<file path="config.mk">
export PLATFORM = sky130hd
export DESIGN_NAME = e_cycle_ctrl
export DESIGN_NICKNAME = d
export VERILOG_FILES = /design/src/rtl/e_cycle_ctrl.sv
export SDC_FILE = /design/constraint.sdc
export NUM_CORES = 1
export LEC_CHECK = 0
export BUFFER_PORTS_ARGS = -buffer_cell sky130_fd_sc_hd__buf_2
export CORE_AREA = 2 2 39 41
export CTS_CLUSTER_DIAMETER = 100
export DETAILED_ROUTE_END_ITERATION = 12
export DIE_AREA = 0 0 41 43
export GPL_ROUTABILITY_DRIVEN = 0
export MAX_ROUTING_LAYER = met4
export PLACE_DENSITY_LB_ADDON = 0.08
export SLEW_MARGIN = 20
export SYNTH_ARGS = -nofsm -noshare
export SYNTH_HDL_FRONTEND = slang
export SYNTH_SLANG_ARGS = --single-unit
</file>
<file path="constraint.sdc">
create_clock -name C7M -period 3.92 [get_ports C7M]
set_clock_uncertainty 0.2 [all_clocks]
set_input_delay 0.196 -clock C7M [delete_from_list [all_inputs] [get_ports C7M]]
set_output_delay 0.196 -clock C7M [all_outputs]
set_load 0.05 [all_outputs]
</file>
<file path="src/rtl/e_cycle_ctrl.sv">
// 6800-style E clock generator and synchronous peripheral cycle sequencer.
// Aligns VPA cycles to E, drives VMA_n and terminates the CPU cycle with DTACK_CPU_n.
`timescale 1ns/1ps

module e_cycle_ctrl #(
  parameter int E_PERIOD  = 10,
  parameter int E_HIGH    = 4,
  parameter int VMA_CNT   = 3,
  parameter int DTACK_CNT = 8
) (
  input  logic       C7M,
  input  logic       RESET,
  input  logic       AS_CPU_n,
  input  logic       VPA_n,
  input  logic [2:0] FC,
  output logic       E,
  output logic       VMA_n,
  output logic       DTACK_CPU_n,
  output logic       BUSY
);

  localparam int CW = $clog2(E_PERIOD);
  localparam logic [CW-1:0] ECNT_LAST  = CW'(E_PERIOD - 1);
  localparam logic [CW-1:0] E_START    = CW'(E_PERIOD - E_HIGH);
  localparam logic [CW-1:0] VMA_AT     = CW'(VMA_CNT);
  localparam logic [CW-1:0] DTACK_AT   = CW'(DTACK_CNT);

  typedef enum logic [1:0] {IDLE, SYNC, VMA, TERM} state_t;

  state_t        state;
  state_t        state_nxt;
  logic [CW-1:0] ecnt;
  logic [CW-1:0] ecnt_nxt;
  logic          as_meta;
  logic          as_s;
  logic          vpa_meta;
  logic          vpa_s;
  logic [2:0]    fc_r;
  logic          vma_nxt;
  logic          dtack_nxt;

  always_ff @(posedge C7M or posedge RESET) begin
    if (RESET) begin
      as_meta  <= 1'b1;
      as_s     <= 1'b1;
      vpa_meta <= 1'b1;
      vpa_s    <= 1'b1;
    end else begin
      as_meta  <= AS_CPU_n;
      as_s     <= as_meta;
      vpa_meta <= VPA_n;
      vpa_s    <= vpa_meta;
    end
  end

  // E is registered from the next count so it lines up exactly with ecnt.
  assign ecnt_nxt = (ecnt == ECNT_LAST) ? '0 : ecnt + 1'b1;

  always_ff @(posedge C7M or posedge RESET) begin
    if (RESET) begin
      ecnt <= '0;
      E    <= 1'b0;
    end else begin
      ecnt <= ecnt_nxt;
      E    <= (ecnt_nxt >= E_START);
    end
  end

  always_ff @(posedge C7M or posedge RESET) begin
    if (RESET) begin
      state       <= IDLE;
      VMA_n       <= 1'b1;
      DTACK_CPU_n <= 1'b1;
      fc_r        <= 3'b000;
    end else begin
      state       <= state_nxt;
      VMA_n       <= vma_nxt;
      DTACK_CPU_n <= dtack_nxt;
      if (state == IDLE && state_nxt == SYNC) begin
        fc_r <= FC;
      end
    end
  end

  // Every path back to IDLE requires as_s high, so a held AS cannot re-trigger.
  always_comb begin
    state_nxt = state;
    vma_nxt   = VMA_n;
    dtack_nxt = DTACK_CPU_n;
    case (state)
      IDLE: begin
        vma_nxt   = 1'b1;
        dtack_nxt = 1'b1;
        if (!as_s && !vpa_s) begin
          state_nxt = SYNC;
        end
      end
      SYNC: begin
        if (as_s) begin
          state_nxt = IDLE;
          vma_nxt   = 1'b1;
          dtack_nxt = 1'b1;
        end else if (ecnt == VMA_AT) begin
          state_nxt = VMA;
          vma_nxt   = (fc_r == 3'b111);
        end
      end
      VMA: begin
        if (as_s) begin
          state_nxt = IDLE;
          vma_nxt   = 1'b1;
          dtack_nxt = 1'b1;
        end else if (ecnt == DTACK_AT) begin
          state_nxt = TERM;
          dtack_nxt = 1'b0;
        end
      end
      TERM: begin
        if (as_s) begin
          state_nxt = IDLE;
          vma_nxt   = 1'b1;
          dtack_nxt = 1'b1;
        end
      end
      default: begin
        state_nxt = IDLE;
        vma_nxt   = 1'b1;
        dtack_nxt = 1'b1;
      end
    endcase
  end

  assign BUSY = (state != IDLE);

endmodule

</file>
==> metrics.txt <==
max frequency=592 MHz; Congestion Overflow GR=0; Final setup viols=0; Critical Path Max Stage Delay=0.45 ns; fin crit period=1.69 ns; Clock transition at path regs=0.09 ns; port buffer count=10; area added between synthesis and finish=21.8%; mapped cell area=664 um2; die area=0.00176 mm2; Max Cap Viol=0; # IOs=11; clk buf depth=2; Leak Pwr=0.350 nW; Power, Total=300 uW; GRT busiest layer=met1; hpwl dp=687 um; P_sw=68.6 uW; maximum vdd drop=237 uV; most frequent cells in the layout=10 x dfrtp_1, 10 x buf_2, 6 x dfstp_2, 6 x dlygate4sd3_1; Setup crit end kind=primary output; FF+latch count, synth=16; Synth cell types=25; Final Max Slew Viols=0; post-route ant nets=0; via count=450; Setup Fix Bufs, Post-CTS=0; # clock sinks=16; GR Util met2=0.200; Cells after Synth=52; ys async rst share=1.00; outcome=finished clean; sequential area share after synthesis=0.614; Row Count=14; share of layout cells above drive strength 1=0.394; Root Buffer Master=clkbuf_4; largest fanout on the critical path=6; WL/cell=12.2 um; DIE HEIGHT=43 um; CTS tree=done; final hold violations=0; Synth Flop Type=dfrtp_1; core area=0.00138 mm2; GRT met3 Usage=0.0471; TNS Setup=0 ns; final wirelength=1.07 mm; initial antenna violation count=0; Sw Share=0.229; Cell Int Power=231 uW; Via density=5.17; FF-to-FF path depth=3; Flop pwr share=0.610; Slew headroom=0.619; CP Data Arrival Time=1.29 ns; ant diodes=0; syn_nets=59; Gate power share=0.095; FILL cells=117; met1 Use GR=0.241; Die Wd=41 um; non-filler instance count after layout=87; starting density of the core=0.480; Crit Path Class=reg -> out; clock power share=0.295; slowest CP cell=dfrtp_1; unrepaired setup endpoints after global routing=false; Placed Cells=77; H-tree depth=1; DRC=0; synth warn=0; Hold WC Path Type=reg -> reg; gr usage total=0.163; Fin Hold WS=0.161 ns; Least-Margin Pin Slew=0.571 ns; power density over the cells=370 mW/mm2; Avg Cell Area, Syn=12.8 um2; DR pass1 iterations=4; fin nets=79; worst path required time=3.52 ns; pin count of the biggest net entering global routing=17; cell-by-cell trace of the critical path=or2_2 -> buf_2; hold path depth=0; initial drt markers=11; Final period util=0.431; first-pass GRT wire length=1.84 mm; clock buffer count from CTS=3; EDFF count, synth=0; vias in the first global route=436; Clock Latency Late Sink=0.28 ns; Worst Setup Start Kind=register
[worst paths after layout]
kind,startpoint,slack (ns),to
setup reg to reg,state[1],2.24,fc_r[1]
setup / recovery,state[1],2.23,BUSY
hold / removal,vpa_meta,0.16,vpa_s
max in group asynchronous,RESET,2.84,DTACK_CPU_n
min in group asynchronous,RESET,0.31,ecnt[2]
hold reg to reg,vpa_meta,0.16,vpa_s
[per-stage QoR]
step / instance area, um2 / utilization / worst slack (ns)
floorplan: 664 / - / 2.18
global placement: 723 / 0.523 / 2.26
detailed placement: 723 / 0.523 / 2.25
CTS: 810 / 0.585 / 2.23
global route: 810 / 0.585 / 2.15
finish: 810 / 0.585 / 2.23
[cell type report]
type / count / area (um2) / share of cell area
clock buffers: 4 / 26.3 / 0.0325
inverters: 5 / 18.8 / 0.0232
multi-input cells: 30 / 226 / 0.280
flip-flops and latches: 16 / 408 / 0.504
well taps: 16 / 20.0 / 0.0247
repair buffers: 16 / 110 / 0.136
[kinds of logic after synthesis]
| kind of cell | count (synthesis) | share of synthesized area |
|---|---|---|
| DFF | 16 | 0.614 |
| muxes | 5 | 0.0810 |
| AOI/OAI and AO/OA | 13 | 0.126 |
| and+or+nand+nor | 11 | 0.121 |
| buffers and inverters | 6 | 0.0452 |
| xor gates and xnor gates | 1 | 0.0132 |
[critical path, delay by kind of cell (launching register included)]
kind	cells	cell delay (ns)
flip-flops	1	0.45
AND/OR/NAND/NOR	1	0.34
buffers and inverters	1	0.22
[metal layers]
| layer | routed length, um | vias up |
|---|---|---|
| met1 | 536 | 218 |
| li1 | - | 223 |
| met3 | 24 | 2 |
| met2 | 492 | 7 |
| met5 | 0 | - |
| met4 | 11 | 0 |
[power by group through the flow]
stage          logic, mW  clock network (mW)  registers (mW)
6_report          0.0286              0.0883           0.183
5_1_grt           0.0315              0.0994           0.184
3_3_place_gp      0.0239                   0           0.186
2_1_floorplan     0.0164                   0           0.186
4_1_cts           0.0289              0.0929           0.183
3_5_place_dp      0.0244                   0           0.186
[Yosys cell counts (2+ instances only)]
cell type   n  area, um2
nand3_1     2       10.0
mux2i_1     2       20.0
o21ai_0     5       25.0
inv_1       5       18.8
a31oi_1     2       12.5
dfstp_2     6        158
mux2_2      3       33.8
dfrtp_1    10        250
[sequential cells by signal (all words and copies together), names as in the netlist]
signal,count
DTACK_CPU_n,1
E,1
VMA_n,1
as_meta,1
as_s,1
ecnt,4
fc_r,3
state,2
vpa_meta,1
vpa_s,1
[what timing repair did]
action | 4_1_cts | 5_1_grt
resized for setup | 0 | 0
hold buffers | 6 | 0
hold endpoints to repair | 15 | 0
No activity file was read; power rests on OpenSTA's default activity.
